--- src/rtl/hazard_controller.sv ---
// Purpose : pipeline hazard unit (load-use / branch / divide stalls, D-stage forwarding, flushes).
// Latency : stall, flush and forward outputs are combinational; divide FSM and stall counter are registered.
// Backpressure: StallF/StallD hold the front end and FlushE injects a bubble while any hazard is present.
module hazard_controller (
    input  logic        clk,
    input  logic        reset,
    input  logic [4:0]  RsD,
    input  logic [4:0]  RtD,
    input  logic [4:0]  WriteRegE,
    input  logic [4:0]  WriteRegM,
    input  logic        RegWriteE,
    input  logic        RegWriteM,
    input  logic        MemtoRegE,
    input  logic        MemtoRegM,
    input  logic        BranchD,
    input  logic        JumpD,
    input  logic        PCSrcD,
    input  logic        DivD,
    input  logic        HiLoReadD,
    input  logic        DivStartE,
    output logic        StallF,
    output logic        StallD,
    output logic        FlushD,
    output logic        FlushE,
    output logic        ForwardAD,
    output logic        ForwardBD,
    output logic        DivBusy,
    output logic        DivDone,
    output logic [15:0] StallCount
);

    localparam logic [1:0] IDLE = 2'd0;
    localparam logic [1:0] BUSY = 2'd1;
    localparam logic [1:0] DONE = 2'd2;

    logic [1:0] state;
    logic [4:0] div_cnt;
    logic       e_hits_d;
    logic       m_hits_d;
    logic       lwstall;
    logic       branchstall;
    logic       divstall;
    logic       stall;

    assign DivBusy = (state != IDLE);
    assign DivDone = (state == DONE);

    // Hazard detection; register 0 never creates a dependency, and reset masks everything.
    always_comb begin
        e_hits_d    = (WriteRegE != 5'd0) && ((WriteRegE == RsD) || (WriteRegE == RtD));
        m_hits_d    = (WriteRegM != 5'd0) && ((WriteRegM == RsD) || (WriteRegM == RtD));
        lwstall     = MemtoRegE && RegWriteE && e_hits_d;
        branchstall = BranchD && ((RegWriteE && e_hits_d) || (MemtoRegM && m_hits_d));
        divstall    = (HiLoReadD || DivD) && (DivBusy || DivStartE);
        stall       = !reset && (lwstall || branchstall || divstall);
    end

    // Pipeline control outputs; a stall wins over a redirect so the held instruction is not lost.
    always_comb begin
        StallF    = stall;
        StallD    = stall;
        FlushE    = reset || stall;
        FlushD    = !reset && (PCSrcD || JumpD) && !stall;
        ForwardAD = !reset && (RsD != 5'd0) && (RsD == WriteRegM) && RegWriteM;
        ForwardBD = !reset && (RtD != 5'd0) && (RtD == WriteRegM) && RegWriteM;
    end

    // Divide sequencer: 32 BUSY cycles then a single DONE cycle; new starts ignored while active.
    always_ff @(posedge clk) begin
        if (reset) begin
            state   <= IDLE;
            div_cnt <= 5'd0;
        end else begin
            case (state)
                IDLE: begin
                    if (DivStartE) begin
                        state   <= BUSY;
                        div_cnt <= 5'd31;
                    end
                end
                BUSY: begin
                    if (div_cnt == 5'd0) begin
                        state <= DONE;
                    end else begin
                        div_cnt <= div_cnt - 5'd1;
                    end
                end
                DONE: begin
                    state <= IDLE;
                end
                default: begin
                    state   <= IDLE;
                    div_cnt <= 5'd0;
                end
            endcase
        end
    end

    // Saturating count of stalled cycles; overlapping hazards count once.
    always_ff @(posedge clk) begin
        if (reset) begin
            StallCount <= 16'd0;
        end else if (stall && (StallCount != 16'hFFFF)) begin
            StallCount <= StallCount + 16'd1;
        end
    end

endmodule

--- config.mk ---
export PLATFORM = sky130hd
export DESIGN_NAME = hazard_controller
export DESIGN_NICKNAME = d
export VERILOG_FILES = /design/src/rtl/hazard_controller.sv
export SDC_FILE = /design/constraint.sdc
export NUM_CORES = 1
export LEC_CHECK = 0
export CAP_MARGIN = 20
export CORE_UTILIZATION = 48
export DETAILED_ROUTE_END_ITERATION = 8
export GPL_ROUTABILITY_DRIVEN = 0
export GPL_TIMING_DRIVEN = 0
export PLACE_DENSITY = 0.85
export SLEW_MARGIN = 20
export SYNTH_ARGS = -nofsm -noshare
export SYNTH_HDL_FRONTEND = slang
export SYNTH_SLANG_ARGS = --single-unit
--- constraint.sdc ---
create_clock -name clk -period 3.2 [get_ports clk]
set_input_delay 0.48 -clock clk [delete_from_list [all_inputs] [get_ports clk]]
set_output_delay 0.48 -clock clk [all_outputs]
set_load 0.01 [all_outputs]
Yosys cells after proc, flatten, opt, wreduce, memory -nomap -nowiden --
Cells that the tools add are included.
Word-level totals: register bits 23, output and inout port bits 24
Operators by class: add/sub/neg operators 2, equality and inequality tests 12, muxes and demuxes 6, bitwise operators 1, reduce and logical (&&, ||, !) cells 38
Operator list (count):
- 5-bit equality test | 6
- 5-bit nonzero test | 4
- 1-bit logical AND | 18
- 16-bit by 1-bit adder with 16-bit output, second input constant | 1
- 16-bit != test, second input constant | 1
- 5-bit case mux with 3 select lines | 1
- 5-bit 2-to-1 mux | 2
- 1-bit logical OR | 9
- 2-bit != test, second input constant | 3
- 5-bit logical NOT | 1
- 5-bit by 1-bit subtractor with 5-bit output, second input constant | 1
- 2-bit 2-to-1 mux | 2
- 2-bit case mux with 2 select lines | 1
- 3-bit AND reduction | 1
- 2-bit by 1-bit equality test with 1-bit output, second input constant | 1
- 2-bit equality test, second input constant | 1
- 1-bit logical NOT | 2
- 2-bit logical NOT | 1
- 2-bit AND reduction | 1
- 2-bit nonzero test | 1
- 1-bit inverter | 1

Depth between registers and ports, before layout --
Gate-level depths: netlist of the first run.
depth in word-level cells 11, depth in mapped cells 8

Least setup slack after synthesis of the first run --
No wires, ideal clock.
kind input to output, from input port WriteRegM[1], to output port FlushD, arrival time 2069 ps, required time 2720 ps, slack 651 ps, stages on the path 5, buffers on the path 0, path through or4_4 o211ai_2 a21oi_2 or4_2 nor2_1
On the way: word-level cells in the longest chain between the ends 11, elaborated cells between the ends (all ways) 13, those cells by class 2 x eq/ne; 11 x reduce/logical
RTL lines:
- start, declared | line 10 | input logic [4:0] WriteRegM,
- 5-bit equality test | line 51 | m_hits_d = (WriteRegM != 5'd0) && ((WriteRegM == RsD) || (WriteRegM == RtD));
- 1-bit logical OR | line 51
- 1-bit logical AND (*) | line 51
- 1-bit logical AND (*) | line 53 | branchstall = BranchD && ((RegWriteE && e_hits_d) || (MemtoRegM && m_hits_d));
- 1-bit logical OR (*) | line 53
- 1-bit logical AND (*) | line 53
- 1-bit logical OR (*) (2 in a row) | line 55 | stall = !reset && (lwstall || branchstall || divstall);
- 1-bit logical AND (*) | line 55
- 1-bit logical NOT (*) | line 63 | FlushD = !reset && (PCSrcD || JumpD) && !stall;
- 1-bit logical AND (*) | line 63
- end, declared | line 23 | output logic FlushD,
Every way passes the cells marked *; elsewhere a longest branch is shown, timed or not.

Final worst setup path of the first run --
from input port RtD[1], to output port StallF
On the way: word-level cells in the longest chain between the ends 9, elaborated cells between the ends (all ways) 14, those cells by class 2 x eq/ne; 12 x reduce/logical
RTL lines:
- start, declared | line 8 | input logic [4:0] RtD,
- 5-bit equality test, on equally long branches | line 50, 51
- 1-bit logical OR, on equally long branches | line 50, 51
- 1-bit logical AND, on equally long branches | line 50, 51
- 1-bit logical AND | line 53
- 1-bit logical OR | line 53
- 1-bit logical AND | line 53
- 1-bit logical OR (*) (2 in a row) | line 55
- 1-bit logical AND (*) | line 55
- end, declared | line 21 | output logic StallF,
Marked as above.

==> summary.md, run 1 <==
| Metric | Value |
|---|---|
| Setup slack after layout | 0.0694 ns |
| Layout Cells excl Fill | 294 |
| Layout net count | 285 |
| Sw frac | 29.9% |
| Die W | 58.7 µm |
| Fin crit period | 3.13 ns |
| Area fraction of the dominant cell type after synthesis | 29.8% |
| Iteration-0 DRC Markers | 48 |
| GRT Total Usage | 22.6% |
| Longest Clk Path Bufs | 2 |
| I/O pin count | 56 |
| Number of diodes | 0 |
| Area leader, netlist | dfxtp_1 |
| RR Startpoint | StallCount[0] |
| Async set or reset register ratio after synthesis | 0% |
| First-pass GRT wire length | 6.10 mm |
| Initial Util | 50.6% |
| CP Capture Type | output port |
| Design Area, Final | 0.00219 mm² |
| Clock sinks | 23 |
| Reg2reg path depth | 7 |
| Placed instance count | 290 |
| Hold path start | div_cnt[1] |
| Avg Cell Area, Syn | 8.08 µm² |
| Startpoint types | input pin |
| R2r endpoint | StallCount[4] |
| IO buf count | 55 |
| CTS buffer count | 3 |
| Register area | 460 µm² |
| Crit path largest cell delay | 0.52 ns |
| CP dominant cell by count | clkdlybuf4s50_1 |
| Period utilization | 97.8% |
| DRT Pass-1 Iters | 4 |
| Dpl ws | -0.340 ns |
| CTS tree | done |
| Post-CTS setup buffer count | 0 |
| Highest clock rate | 0.319 GHz |
| Area of the multi-input gates | 0.00103 mm² |
| Final Hold Fails | 0 |
| Die area | 0.00345 mm² |
| Critical-path cell with the highest stage delay | clkdlybuf4s50_1 |
| Ys Warns | 0 |
| Worst setup path start | RtD[1] |
| Internal cell power | 465 µW |
| Levels on crit path | 8 |
| Static Leak | 0.769 nW |
| Synthesized flop and latch total | 23 |
| Syn Nets | 225 |
| Worst hold path type | register to register |
| WHS Path Cells | 2 |
| Buf/Inv on CP | 3 |
| CP max FO | 3 |
| RSZ-0062 raised after global routing | yes |
| Arr. time, crit path | 2.65 ns |
| Hpwl dp | 2.99 mm |
| Crit-path cells | clkdlybuf4s50_1 > xor2_1 > nor3_1 > nand3_1 > a21o_2 > a31oi_2 > buf_4 > clkdlybuf4s50_1 |
| Initial antenna violation count | 0 |
| Sequential Power Share | 48.3% |
| Vias | 1,570 |
| Slew Viols, Final | 0 |
| Worst VDD drop | 0.000209 V |
| Ys flop type | dfxtp_1 |
| Logic pwr share | 31.7% |
| Pin count of the biggest net entering global routing | 13 |
| Crit path to | StallF |
| Pwr dens | 304 mW/mm² |
| Sequential fraction of the synthesis area | 29.8% |
| Core Area | 0.00305 mm² |
| Part of the power in the clock network | 20.0% |
| Via/cell ratio | 5.34 |
| Max transition margin | 62.6% |
| Delay-heaviest family, CP | buffers and inverters |
| Die height | 58.7 µm |
| Vias in the first global route | 1,405 |
| Total power | 664 µW |
| WL final | 3.81 mm |
| Fraction of layout cells with a size suffix above 1 | 8.00% |
| Max cap viols | 0 |
| Area after DPL | 0.00215 mm² |
| Synth cell types | 51 |
| Worst-path clk slew | 0.12 ns |
| Clk_skew | 0.00155 ns |
| Critical path class | input pin to output port |
| Outcome | completed |
| Layout overhead on the synthesized area | 41.7% |
| Insertion delay of the later-clocked pin in the worst-skew pair | 0.31 ns |
| Grt ovf | 0 |
| Slew of the pin with the lowest slew margin | 0.553 ns |
| Filler instances | 242 |
| Number of enable flip-flop cells after synthesis | 0 |
| DR WL/cell | 13.0 µm |
| Syn Inst Count | 191 |
| Row cnt | 20 |
| Setup Viol. Count Final | 0 |
| Post-synthesis cell area | 0.00154 mm² |
| Clock Tree Root | clkbuf_4 |
| CTS H-tree lvls | 1 |
| Switch Pwr | 199 µW |
| WP data required | 2.72 ns |
| Final ANT Viol Nets | 0 |
| Fin Hold WS | 0.498 ns |
| Residual DRC count | 0 |
| Synth area leaders | dfxtp_1, xnor2_1, a21oi_1 |
| R2R setup slack | 1.12 ns |
==> sequential cells by signal (all words and copies together), names as in the netlist <==
| signal | count |
|---|---|
| state | 2 |
| div_cnt | 5 |
| StallCount | 16 |
==> through the flow <==
| stage | setup TNS [ns] | util, % |
|---|---|---|
| final | 0 | 71.6 |
| after global routing | -0.0450 | 71.6 |
| after CTS | 0 | 71.1 |
| after detailed placement | -0.529 | 70.4 |
| after global placement | -0.529 | 70.4 |
| after floorplan | 0 | - |
==> tightest hold or removal path, delay by kind of cell, from the launching register on <==
family / cells / cell delay (ns)
and+or+nand+nor: 1 / 0.06
DFF: 1 / 0.35
AOI/OAI and AO/OA: 1 / 0.05
==> cell families (layout without fill, tap and decap cells) <==
family	after synthesis	count (layout)	share of synthesized area (%)
AOI/OAI and AO/OA	46	46	21.6
xor gates and xnor gates	22	22	12.5
adders and majority gates	2	2	1.62
buffers and inverters	15	74	4.38
DFF	23	23	29.8
muxes	3	3	2.35
and+or+nand+nor	80	80	27.8
==> metal layers <==
metal	track usage (%)	up-vias	routed length, µm
met5	0	-	0
met4	6.12	0	57
met3	3.96	6	180
met2	40.1	44	1830
met1	28.3	705	1740
li1	-	815	-
==> synth_stat cells (4+ instances only) <==
cell type  instances
dfxtp_1           23
nor2_1            17
xnor2_1           16
nand2_1           15
a21oi_1           14
nand3_1            9
inv_1              8
nor3_1             7
o21ai_0            7
xor2_1             6
a31oi_1            5
and3_1             5
clkbuf_1           5
nor2b_1            4
==> area by class of cell <==
cell class / instances / area share [%]
multi-input combinational: 153 / 47.2
inverter: 8 / 1.37
clock buffer: 4 / 1.20
sequential: 23 / 21.1
buffer: 7 / 1.72
timing repair buffer: 55 / 24.9
tap: 44 / 2.52
==> power by group through the flow <==
| stage | Combinational, mW | Sequential [mW] | Clock (mW) |
|---|---|---|---|
| 2_1_floorplan | 0.115 | 0.325 | 0 |
| 3_3_place_gp | 0.205 | 0.326 | 0 |
| 3_5_place_dp | 0.208 | 0.326 | 0 |
| 4_1_cts | 0.207 | 0.320 | 0.138 |
| 5_1_grt | 0.232 | 0.323 | 0.150 |
| 6_report | 0.210 | 0.321 | 0.133 |
==> cells in the final DEF (no fill, tap or decap), drive strengths merged, types with 2 or more instances in the layout <==
| master | count |
|---|---|
| o22ai | 2 |
| inv | 8 |
| nand3 | 9 |
| nand2b | 2 |
| nand4b | 3 |
| clkbuf | 9 |
| dlygate4sd2 | 4 |
| xnor2 | 16 |
| or3 | 3 |
| nand4 | 3 |
| nor2b | 4 |
| and2 | 3 |
| clkdlybuf4s50 | 51 |
| and3 | 6 |
| nor3 | 7 |
| buf | 2 |
| a31oi | 5 |
| a311oi | 2 |
| o21ai | 7 |
| o31ai | 3 |
| a21oi | 15 |
| nor2 | 17 |
| nand2 | 15 |
| or4 | 5 |
| mux2 | 2 |
| xor2 | 6 |
| dfxtp | 23 |
| ha | 2 |
==> worst min-delay path by stage <==
stage | endpoint | slack [ns]
2_1_floorplan | div_cnt[1] | 0.46
3_3_place_gp | div_cnt[1] | 0.48
3_5_place_dp | div_cnt[1] | 0.48
4_1_cts | div_cnt[1] | 0.50
5_1_grt | div_cnt[4] | 0.53
6_report | div_cnt[1] | 0.50
==> repair_timing <==
item,4_1_cts,5_1_grt
pin swaps,0,0
hold buffers,0,0
gates resized for setup,4,3
endpoints found under the setup margin,2,4
Power figures use the tool's default switching activity.
==> run 2, diff against run 1 <==
CORE_MARGIN = 5   (was default)
CORE_UTILIZATION = 40   (was 48)
PLACE_DENSITY = 0.76   (was 0.85)
clock period = 2.8 ns   (was 3.2 ns; I/O delays follow)
==> run 2 against run 1 <==
  * Clock skew is essentially flat
  * Core utilization shrank 9.5 points
  * Final area grew 4.9%
  * Combinational power grew 17%
  * Largest cell class unchanged
==> summary.md, run 2 (synthesis gave the netlist of run 1 again) <==
| Metric | Value |
|---|---|
| Outcome | completed |
| Met2 Wirelength | 2.17 mm |
| Logic pwr share | 30.0% |
| Met3 Wirelength | 167 µm |
| Setup Viol. Count Final | 0 |
| I/O pin count | 56 |
| Die area | 0.00520 mm² |
| Slew Viols, Final | 0 |
| # hold bufs at CTS | 0 |
| Static Leak | 0.927 nW |
| WHS Path Cells | 2 |
| Worst hold path type | register to register |
| Highest metal used | met4 |
| Period utilization | 97.6% |
| Initial Util | 41.9% |
| DR WL/cell | 14.3 µm |
| Part of the power in the clock network | 24.9% |
| CTS buffer count | 3 |
| Max transition margin | 69.1% |
| IO buf count | 55 |
| Switch Pwr | 239 µW |
| Hpwl dp | 3.23 mm |
| Top reg by flops | StallCount |
| Fraction of layout cells with a size suffix above 1 | 10.7% |
| WL final | 4.29 mm |
| RSZ-0062 raised after global routing | yes |
| Layout Cells excl Fill | 301 |
| CTS tree | done |
| Residual DRC count | 0 |
| Highest clock rate | 0.366 GHz |
| Arr. time, crit path | 2.31 ns |
| First-pass GRT wire length | 6.86 mm |
| Final Hold Fails | 0 |
| Layout net count | 288 |
| Area of the multi-input gates | 0.00107 mm² |
| Hold path start | StallCount[9] |
| Final TNS setup | 0 ns |
| Die W | 72.1 µm |
| RR Startpoint | StallCount[0] |
| Max cap viols | 0 |
| Slew of the pin with the lowest slew margin | 0.457 ns |
| Fin crit period | 2.73 ns |
| Clock sinks | 23 |
| Row cnt | 22 |
| CP Capture Type | output port |
| Number of diodes | 0 |
| Filler instances | 333 |
| Register area | 460 µm² |
| Final ANT Viol Nets | 0 |
| GRT Total Usage | 16.0% |
| Total power | 816 µW |
| Die height | 72.1 µm |
| Iteration-0 DRC Markers | 91 |
| Pin count of the biggest net entering global routing | 13 |
| Sw frac | 29.3% |
| CP max FO | 4 |
| Startpoint types | input pin |
| M1 WL | 1.95 mm |
| WP data required | 2.38 ns |
| Clock Tree Root | clkbuf_8 |
| Insertion delay of the later-clocked pin in the worst-skew pair | 0.26 ns |
| CTS H-tree lvls | 1 |
| Critical path class | input pin to output port |
| Via/cell ratio | 5.50 |
| Longest Clk Path Bufs | 2 |
| DRT Pass-1 Iters | 4 |
| Worst-path clk slew | 0.08 ns |
| Biggest regs | StallCount (16), div_cnt (5), state (2) |
| Reg2reg path depth | 7 |
| Layout overhead on the synthesized area | 48.5% |
| Most common cell after layout, fill and taps aside | clkdlybuf4s50_1 |
| Placed instance count | 294 |
| Initial antenna violation count | 0 |
| Pwr dens | 356 mW/mm² |
| Worst VDD drop | 0.000296 V |
| Max reg flops | 16 |
| Internal cell power | 576 µW |
| Core Area | 0.00369 mm² |
| Vias in the first global route | 1,536 |
| Vias | 1,655 |
| Clk_skew | 0.00172 ns |
| Sequential Power Share | 45.1% |
| Grt ovf | 0 |
| Worst setup path start | WriteRegM[1] |
| Most frequent cells in the layout | clkdlybuf4s50_1, dfxtp_1, xnor2_1, nor2_1, nand2_1 |
-- run 2: through the flow --
step,setup slack [ns],utilization [%],instance area (µm²),hold slack [ns]
CTS,0.0438,60.4,2230,0.502
floorplan,0.371,-,1540,0.458
global placement,-0.627,58.4,2150,0.480
detailed placement,-0.631,58.4,2150,0.490
global route,-0.0137,62.2,2290,0.539
finish,0.0680,62.2,2290,0.501
-- run 2: path summary, 6_finish.rpt --
| check | end | slack (ns) |
|---|---|---|
| min | StallCount[9] | 0.50 |
| max reg2reg | StallCount[4] | 0.63 |
| min reg2reg | StallCount[9] | 0.50 |
| max | FlushD | 0.07 |
-- run 2: per-layer routing --
metal,GRT usage [%],up-vias
met5,0,-
met4,1.88,0
met3,3.32,2
met2,27.5,32
met1,21.1,802
li1,-,819
-- run 2: repair_timing --
item	in CTS	in global routing
buffers inserted	3	0
cloned	0	0
pin swaps	3	1
endpoints found under the setup margin	4	5
gates resized for setup	16	20
hold endpoints to repair	0	0
-- run 2: power by group through the flow --
| stage | clock network, mW | logic, mW | registers (mW) |
|---|---|---|---|
| 2_1_floorplan | 0 | 0.132 | 0.372 |
| 3_5_place_dp | 0 | 0.239 | 0.374 |
| 3_3_place_gp | 0 | 0.236 | 0.373 |
| 6_report | 0.203 | 0.245 | 0.368 |
| 5_1_grt | 0.219 | 0.269 | 0.371 |
| 4_1_cts | 0.208 | 0.240 | 0.367 |
-- run 2: worst max-delay path: stages --
cell             delay (ns)
dlygate4sd2_1          0.28
or4_4                  0.56
o211ai_4               0.21
a21oi_4                0.07
or4_4                  0.44
nor2_2                 0.11
clkdlybuf4s15_2        0.22
-- run 2: area by class of cell --
type	instances	share of cell area, %
sequential	23	20.1
multi-input combinational	153	46.5
timing repair buffer	58	25.8
buffer	7	1.69
clock buffer	4	1.96
tap	48	2.62
inverter	8	1.31
==> variant 1 (settings of run 2) <==
Reset style: asynchronous (`reset`), changed in 2 clocked blocks.
--- a/src/rtl/hazard_controller.sv
+++ b/src/rtl/hazard_controller.sv
@@ -68,3 +68,3 @@
     // Divide sequencer: 32 BUSY cycles then a single DONE cycle; new starts ignored while active.
-    always_ff @(posedge clk) begin
+    always_ff @(posedge clk or posedge reset) begin
         if (reset) begin
@@ -99,3 +99,3 @@
     // Saturating count of stalled cycles; overlapping hazards count once.
-    always_ff @(posedge clk) begin
+    always_ff @(posedge clk or posedge reset) begin
         if (reset) begin
Function: differs if reset is asserted again (counterexample within 4 cycles, from zero or initial values and one cycle with reset high); with reset held inactive, the same outputs for 10 cycles.
==> variant 1 against run 2 <==
Sequential cell count is the same; worst setup slack improved by 0.062 ns; synthesized cell count down 13%; critical path depth grew 2; cell area fell by 1.9%; wire length is 16% lower; area after synthesis increased by 0.41%; largest cell class unchanged.
Power is not compared: it rests on default switching activity, and its combinational part moved more than twofold at a synthesized area within 25%.
==> variant 1: results (changes against run 2) <==
metric,value,unit,change
synth_common_cells,"xnor2_1 (29), dfrtp_1 (23), nand2_1 (16)",,
drt_iter0_drc,111,,+22%
cp_slowest_cell,clkdlybuf4s50_1,,
power_leakage,0.8988,nW,
cts_made_buffers,3,,unchanged
grt_pass1_wl,6037,um,-12%
yosys_warnings,0,,unchanged
diodes,0,,unchanged
nets,261,,-9.4%
crit_family,buffers and inverters,,
internal_power,0.0008481,W,
syn_nets,200,,-11%
synth_area_leaders,"dfrtp_1 (37%), xnor2_1 (16%), nand2_1 (3.9%)",,
wl_per_cell,13.12,um,-8.0%
dp_slack,-0.9474,ns,-0.3163 ns
post_dp_cell_area,2161,um^2,+0.29%
grt_util_all_layers,0.1448,,-0.01495
dp_hpwl,2954,um,-8.6%
async_flop_share,1.000,,+1.000
port_buffers,55,,unchanged
min-delay-path-class,register to register,,
ys_seq_area_frac,0.3713,,+0.07305
grt_start_max_net_pins,27,,+14
worstPathArrival,2.25,ns,-0.06 ns
cp_max_fo,3,,-1
max_slew.worst_pin.slew,0.5306,ns,+0.07360 ns
vias,1401,,-15%
synth-main-ff-cell,dfrtp_1,,
synth_cell_type_count,47,,-7.8%
outcome,"finished, final reports clean",,
root_buffer,clkbuf_8,,
layout-drive-gt1-share,0.1062,,-0.0005247
die-area,5221,um^2,+0.35%
fin_skew,0.005742,ns,+0.004024 ns
[variant 1: changes by cell type after synthesis, moves of 4 or more]
cell,change
inv_1,-5
a21oi_1,-12
o21ai_0,-4
a31oi_1,-4
dfxtp_1,-23
dfrtp_1,+23
xnor2_1,+13
nor2_1,-5
[variant 1: cell families after synthesis]
| family | synth area share |
|---|---|
| adders and majority gates | 0.01614 |
| DFF | 0.3713 |
| and+or+nand+nor | 0.2914 |
| AOI/OAI and AO/OA | 0.08314 |
| xor gates and xnor gates | 0.1921 |
| muxes | 0.01453 |
| buffers and inverters | 0.03148 |
[variant 1: power by group through the flow]
stage                     Clock, W  Sequential, W  Combinational, W
after floorplan                  0       0.000532          0.000343
after global placement           0       0.000532          0.000585
after detailed placement         0       0.000537          0.000599
after CTS                 0.000210       0.000531          0.000597
after global routing      0.000228       0.000549          0.000650
final                     0.000208       0.000531          0.000592
[variant 1: per-stage QoR]
| stage | hold WS (ns) | std cells | power (W) | setup TNS, ns |
|---|---|---|---|---|
| 2_1_floorplan | 0.3377 | 166 | 0.0008749 | 0 |
| 3_3_place_gp | 0.4847 | 269 | 0.001117 | -4.601 |
| 3_5_place_dp | 0.4915 | 269 | 0.001136 | -5.871 |
| 4_1_cts | 0.4703 | 274 | 0.001338 | 0 |
| 5_1_grt | 0.5214 | 274 | 0.001427 | 0 |
| 6_report | 0.5052 | 274 | 0.001332 | 0 |
[variant 1: final timing paths]
check,slack (ns),from,depth (start not counted),to
min in group asynchronous,0.54,reset,2,StallCount[9]$_DFFE_PP0P_
min,0.51,StallCount[6]$_DFFE_PP0P_,1,StallCount[6]$_DFFE_PP0P_
max reg2reg,0.71,StallCount[3]$_DFFE_PP0P_,7,StallCount[1]$_DFFE_PP0P_
min reg2reg,0.51,StallCount[6]$_DFFE_PP0P_,1,StallCount[6]$_DFFE_PP0P_
max in group asynchronous,2.12,reset,2,StallCount[1]$_DFFE_PP0P_
max,0.13,RtD[4],9,FlushD
[variant 1: timing repair]
| action | 4_1_cts | 5_1_grt |
|---|---|---|
| setup buffers | 1 | 0 |
| setup endpoints to repair | 8 | 3 |
| pin swaps | 1 | 3 |
| resized for setup | 13 | 3 |
| endpoints found under the hold margin | 0 | 0 |
[variant 1: per-layer routing]
metal / part of all wire / global-route usage
met5: 0 / 0
met3: 0.072 / 0.03463
met4: 0.010 / 0.05637
met2: 0.49 / 0.2447
met1: 0.42 / 0.1768
[variant 1: area by class of cell]
cell class	count	area [um^2]
repair buffers	56	553.0
plain buffers	4	26.28
inverters	6	48.80
well taps	48	60.06
fillers	330	1465
multi-input cells	133	940.9
flip-flops and latches	23	575.6
clock inverters	1	5.005
clock buffers	3	41.29
==> variant 2 (flow settings as in run 2) <==
Without the edit above. Register the inputs `DivD` and `DivStartE` before use, without a reset. The logic sees them one clock later. The other inputs are not delayed to match.
--- a/src/rtl/hazard_controller.sv
+++ b/src/rtl/hazard_controller.sv
@@ -35,2 +35,10 @@
 
+    logic DivD_q;
+    logic DivStartE_q;
+
+    always_ff @(posedge clk) begin
+        DivD_q      <= DivD;
+        DivStartE_q <= DivStartE;
+    end
+
     logic [1:0] state;
@@ -53,3 +61,3 @@
         branchstall = BranchD && ((RegWriteE && e_hits_d) || (MemtoRegM && m_hits_d));
-        divstall    = (HiLoReadD || DivD) && (DivBusy || DivStartE);
+        divstall    = (HiLoReadD || DivD_q) && (DivBusy || DivStartE_q);
         stall       = !reset && (lwstall || branchstall || divstall);
@@ -75,3 +83,3 @@
                 IDLE: begin
-                    if (DivStartE) begin
+                    if (DivStartE_q) begin
                         state   <= BUSY;
Check against the original RTL: not equivalent (a bounded check fails within 4 cycles, from zero or initial values and one cycle with reset high).
==> variant 2 against run 2 <==
Wire length rose by 2.3%; area after synthesis rose by 2.6%; combinational power fell by 2%; total power rose by 4.0%; non-clock buffer count fell by 1; cell area fell by 0.11%; sequential cell count rose by 2; worst setup slack improved by 0.011 ns; largest power group unchanged.
==> variant 2: results (changes against run 2) <==
metric,value,unit,change
critPathLaunch,RtD[2],,
dr_wl_met2,2169,um,about the same
grt_start_max_net_pins,15,,+2
grtUsageMet1,0.2219,,+0.01106
drt_iter0_drc,153,,+68%
synth_area_leaders,"dfxtp_1 (32%), xnor2_1 (8.8%), a21oi_1 (4.4%)",,
cts_resized,21,,+5
critPathMaxStageDelay,0.53,ns,-0.03 ns
top_regs,"StallCount x16, div_cnt x5, state x2",,
layout.cells.non_filler,302,,+0.33%
syn_nets,227,,+0.89%
dp_hpwl,3362,um,+4.0%
wl_met1,1974,um,+1.5%
power_leakage,0.8914,nW,-3.8%
nets,289,,+0.35%
wl_met3,237,um,+42%
ys_seq_area_frac,0.3160,,+0.01774
diodes,0,,unchanged
power_sequential,0.000397,W,+7.9%
worstSkewPairLatency,0.27,ns,
layout-drive-gt1-share,0.1024,,-0.004357
fin_skew,0.003576,ns,+0.001858 ns
max_slew.worst_pin.slew,0.5253,ns,+0.06832 ns
ir_drop,0.0002086,V,-30%
drt-total-wl,4390,um,+2.3%
grt_util_met3,0.03444,,+0.001194
outcome,"finished, final reports clean",,
use_met2,0.2826,,+0.007540
grt_util_all_layers,0.1658,,+0.006100
synth_common_cells,"dfxtp_1 (25), nor2_1 (17), xnor2_1 (16)",,
num-fill-cells,374,,+12%
vias,1622,,-2.0%
synth_cells,193,,+1.0%
postCtsSetupRepairBufs,2,,-1
seqPwrFrac,0.468,,+0.017
areaGrowthSynthToFinish,44.63,%,
p_sw_frac,0.2928,,-0.0005802
async_flop_share,0,,unchanged
post_dp_cell_area,2195,um^2,+1.9%
grt_pass1_wl,7224,um,+5.3%
## variant 2: area by class of cell
class,count,share of cell area
repair buffers,57,0.2474
flip-flops and latches,25,0.2185
clock inverters,1,0.002185
well taps,48,0.02622
plain buffers,7,0.01693
multi-input cells,153,0.4577
clock buffers,3,0.01802
inverters,8,0.01311
## variant 2: metrics by stage
stage / setup slack [ns] / setup TNS (ns) / hold WS, ns
floorplan: 0.3706 / 0 / 0.4477
detailed placement: -0.6260 / -1.519 / 0.4814
global route: -0.02032 / -0.02032 / 0.5236
CTS: 0.03368 / 0 / 0.4935
global placement: -0.6342 / -1.534 / 0.4766
finish: 0.07869 / 0 / 0.4989
## variant 2: cells by family (layout without fill, tap and decap cells)
group           Yosys count  count (layout)  share of synthesized area
fa+ha+maj                 2               2                    0.01580
buf+inv                  15              76                    0.04266
simple gates             80              80                     0.2709
flops                    25              25                     0.3160
compound gates           46              46                     0.2101
mux                       3               3                    0.02290
xor+xnor                 22              22                     0.1216
